`src/rtl/snake_pkg.sv`:
```
// Shared constants for the snake game datapath: counting direction encoding
// and the default grid coordinate width.
package snake_pkg;

  localparam logic DIR_UP   = 1'b0;
  localparam logic DIR_DOWN = 1'b1;

  localparam int GRID_W = 5;

endpackage

```
`src/rtl/rise_detect.sv`:
```
// Rising-edge detector: one history flop plus an AND gate. The history presets
// to 1 so a level already high when reset releases is not seen as an edge.
module rise_detect (
  input  logic clock,
  input  logic reset_n,
  input  logic step,
  output logic take
);

  logic step_q;

  // NOTE: sequential state uses non-blocking assignments so every flop samples
  // the pre-edge values and simulation matches the synthesized netlist.
  always_ff @(posedge clock) begin
    if (!reset_n) step_q <= 1'b1;
    else          step_q <= step;
  end

  assign take = step & ~step_q;

endmodule

```
`src/rtl/wrap_counter.sv`:
```
// WIDTH-bit modulo counter over 0..max with run-time up/down direction,
// synchronous clear/load, optional rising-edge step qualification and a
// one-cycle wrap strobe.
module wrap_counter
  import snake_pkg::*;
#(
  parameter int WIDTH       = GRID_W,
  parameter int EDGE_STEP   = 1,
  parameter int RESET_VALUE = 0
) (
  input  logic             clock,
  input  logic             reset_n,
  input  logic [WIDTH-1:0] max,
  input  logic             step,
  input  logic             dir,
  input  logic             clear,
  input  logic             load,
  input  logic [WIDTH-1:0] load_value,
  output logic [WIDTH-1:0] count,
  output logic             wrap,
  output logic             at_max,
  output logic             at_zero
);

  localparam logic [WIDTH-1:0] RESET_CNT = RESET_VALUE[WIDTH-1:0];

  logic take;

  generate
    if (EDGE_STEP != 0) begin : g_edge
      rise_detect u_rise_detect (
        .clock   (clock),
        .reset_n (reset_n),
        .step    (step),
        .take    (take)
      );
    end else begin : g_level
      assign take = step;
    end
  endgenerate

  logic [WIDTH-1:0] load_clamped;
  logic [WIDTH-1:0] next_count;
  logic             next_wrap;

  assign load_clamped = (load_value > max) ? max : load_value;

  // Relational compares (not equality) let a step recover a count stranded
  // above a max that shrank underneath it.
  // NOTE: every output of this block gets a default first, so no path can
  // leave a value unassigned and infer a latch.
  always_comb begin
    next_count = count;
    next_wrap  = 1'b0;
    if (dir == DIR_UP) begin
      if (count >= max) begin
        next_count = '0;
        next_wrap  = 1'b1;
      end else begin
        next_count = count + 1'b1;
      end
    end else begin
      if (count == '0 || count > max) begin
        next_count = max;
        next_wrap  = 1'b1;
      end else begin
        next_count = count - 1'b1;
      end
    end
  end

  always_ff @(posedge clock) begin
    if (!reset_n) begin
      count <= RESET_CNT;
      wrap  <= 1'b0;
    end else if (clear) begin
      count <= RESET_CNT;
      wrap  <= 1'b0;
    end else if (load) begin
      count <= load_clamped;
      wrap  <= 1'b0;
    end else if (take) begin
      count <= next_count;
      wrap  <= next_wrap;
    end else begin
      wrap  <= 1'b0;
    end
  end

  assign at_max  = (count == max);
  assign at_zero = (count == '0);

endmodule

```
`config.mk`:
```
export PLATFORM = sky130hd
export DESIGN_NAME = wrap_counter
export DESIGN_NICKNAME = d
export VERILOG_FILES = /design/src/rtl/snake_pkg.sv /design/src/rtl/rise_detect.sv /design/src/rtl/wrap_counter.sv
export SDC_FILE = /design/constraint.sdc
export NUM_CORES = 1
export LEC_CHECK = 0
export ABC_CLOCK_PERIOD_IN_PS = 2670
export BUFFER_PORTS_ARGS = -buffer_cell sky130_fd_sc_hd__buf_4
export CAP_MARGIN = 20
export CORE_MARGIN = 4
export CORE_UTILIZATION = 53
export CTS_CLUSTER_SIZE = 28
export DETAILED_ROUTE_END_ITERATION = 8
export GPL_TIMING_DRIVEN = 0
export HOLD_SLACK_MARGIN = 0.05
export PLACE_DENSITY = 0.76
export SKIP_CTS_REPAIR_TIMING = 1
export SLEW_MARGIN = 15
export SYNTH_ARGS = -nofsm -noshare
export SYNTH_HDL_FRONTEND = slang
export SYNTH_SLANG_ARGS = --single-unit
```
`constraint.sdc`:
```
create_clock -name clock -period 2.67 [get_ports clock]
set_clock_uncertainty 0.2 [all_clocks]
set_input_delay 0.534 -clock clock [delete_from_list [all_inputs] [get_ports clock]]
set_output_delay 0.534 -clock clock [all_outputs]
set_load 0.005 [all_outputs]
```
==> results.md <==
* Power consumption at 398 uW
* Pre-CTS WS at -10.2 ps
* Post-route setup slack at between 100 and 150 ps
* Part of the cycle the worst path needs at 96.2%
* Unique masters post-synth at 48
* Synth area leaders: ha_1, dfxtp_1, mux2i_1, o21ai_0, o211ai_1
* WL final at ~2600 microns
* Slew Limit Fails at 0
* Final Hold Vio Count at 0
* Via density at 5.95
* Post-route antenna net violation count at 0
* Synth cell count leaders: ha_1, nor2_1, o21ai_0, dfxtp_1, inv_1
* Most common cell in the netlist: ha_1
* WL/cell at 15.3 microns
* Critical path buffers and inverters at 3
* Post-synth top area cell: ha_1
* RSZ-0062 raised after global routing: false
* H-tree Lvls at 1
* Row cnt at 15
* First-pass GRT wire length at 4450 microns
* DR pass1 iterations at 4
* F_max at 389 MHz
* CTS Buf Count at 3
* Worst-path maximum fanout at 7
* Post-DP HPWL at around 2100 microns
* Setup violations, final at 0
* DRC errors left at 0
* Setup Crit Path Kind: reg2out
* Vert. Die Dim at approximately 51 microns
* Share of post-route cells with drive strength above 1 at approximately 28%
* Setup crit start kind: flop
* Detailed-route via count at approximately 1000
* Mean Syn Cell Area at 8.24 sq um
* Crit-path cells: inv_1 > ha_1 > or4b_4 > inv_2 > buf_4
* Nets at between 150 and 200
* Top FF cell, synth: dfxtp_1
* Least-Margin Pin Slew at just under 500 ps
* Post-synth ARST share at 0%
* Syn-to-layout area delta at 23.1%
* Syn Inst Count at approximately 120
* Power per standard cell area at between 300 and 400 nW/um^2
* Crit path DAT at 1840 ps
* Clock root buffer: clkbuf_4
* Initial antenna violation count at 0
* CTS tree: yes
* Clk buf depth at 2
* CP max stage cell: or4b_4
* Pleak at a little under 0.6 nW
* Initial core utilization at a little under three fifths
* Number of global-route vias before repair at between 900 and 1000
* Seq/Total Area, Yosys at between 10 and 15%
* Total clock sinks at 7
* Max Cap Viol at 0
* Top-Level Pins at 24
* Yosys reg bits at 7
* CP top delay family: simple AND/OR/NAND/NOR gates
* Ant diodes at 0
* Fin crit period at approximately 2600 ps
* Die Span X at 51.4 microns
* Mapped Nets at roughly 150
* Worst path max stage delay at about 520 ps
* Final global-route overflow total at 0
* VDD IR-drop max at around 0.20 mV
* Skew-Pair Late Insertion Delay at 270 ps
* Core box area at about 1700 sq um
* IO Port Bufs at 22
* Clock transition at path regs at roughly 50 ps
* Ys Warns at 0
* Synthesized area at approximately 1000 sq um
* # fillers at 158
* Global Route Usage Sum at about 22%
* Status: finished, final reports clean
* Initial DRC count at 22
* Placer Congestion at 0.853
* Largest net degree at the start of global routing at 11
* Slew HR at 67.6%
* CP Capture Type: primary output
* Post-synth EDFFs at 0
* Die footprint at between 2000 and 3000 sq um
* Hold slack final at between 200 and 300 ps
* Worst endpoint required time at about 1900 ps
* Hold Path Class: in2reg
* Area share of the largest cell type after synthesis at between 15 and 20%
layer usage:
layer / GRT usage [%] / wire length, microns / part of all wire [%] / vias up
met5: 0 / 0 / 0 / -
met2: 37.5 / 1270 / 48 / 29
met4: 5.24 / 27 / 1.0 / 0
met1: 28.9 / 1230 / 47 / 475
li1: - / - / - / 520
met3: 3.50 / 122 / 4.6 / 6
stage by stage:
step,cell area (sq um),util (%),instances,setup TNS [ps]
finish,1230,70.3,173,0
CTS,1220,69.9,172,0
global placement,1190,68.4,168,0
floorplan,997,-,121,0
global route,1230,70.3,173,0
detailed placement,1190,68.4,168,-10.2
sequential cells by signal (all words and copies together), names as in the netlist:
signal	cells
wrap	1
count	5
g_edge.u_rise_detect.step_q	1
cell type report:
| cell class | count | area, sq um | share of cell area (%) |
|---|---|---|---|
| well taps | 25 | 31.3 | 2.55 |
| inverters | 9 | 35.0 | 2.85 |
| multi-input cells | 102 | 792 | 64.5 |
| plain buffers | 3 | 30.0 | 2.45 |
| repair buffers | 23 | 173 | 14.1 |
| flip-flops and latches | 7 | 140 | 11.4 |
| clock buffers | 4 | 26.3 | 2.14 |
layout by cell type (no fill, tap or decap), types with 2 or more instances in the layout:
cell type  Yosys  layout
or3_1          2       2
dfxtp_1        7       7
nand2b_1       5       5
clkbuf_4       0       3
a211oi_1       2       2
nor2b_1        3       3
o211ai_1       5       5
mux2i_1        6       6
inv_1          7       7
nand3_1        4       4
a21oi_1        5       5
buf_4          1      24
o211a_1        2       2
o21ai_0        8       8
nor3_1         3       3
buf_6          2       2
o2111ai_1      2       2
nand2_1        5       5
and4_1         2       2
nand4_1        2       2
ha_1          12      12
nor2_1         9       9
path summary, 6_finish.rpt:
kind / start / endpoint / slack, ps / depth (start not counted)
worst min-delay path: reset_n / g_edge.u_rise_detect.step_q / 260 / 2
worst min register to register: count[4] / count[4] / 480 / 2
worst max-delay path: count[0] / at_zero / 100 / 5
worst max register to register: count[0] / count[0] / 160 / 9
cell families after synthesis:
logic type,Yosys count,synth area share (%)
adder cells (fa/ha/maj),12,15.1
AO/OA/AOI/OAI,37,30.0
multiplexers,6,6.02
buffers and inverters,12,6.52
XOR/XNOR,1,0.878
AND/OR/NAND/NOR,46,27.5
flip-flops,7,14.1
power breakdown:
group / total (mW) / internal [mW] / switching [mW]
Combinational: 0.173 / 0.0823 / 0.0907
Clock: 0.107 / 0.0576 / 0.0492
Sequential: 0.118 / 0.109 / 0.00862
Total: 0.398 / 0.249 / 0.148
No activity file was read; power rests on OpenSTA's default activity.
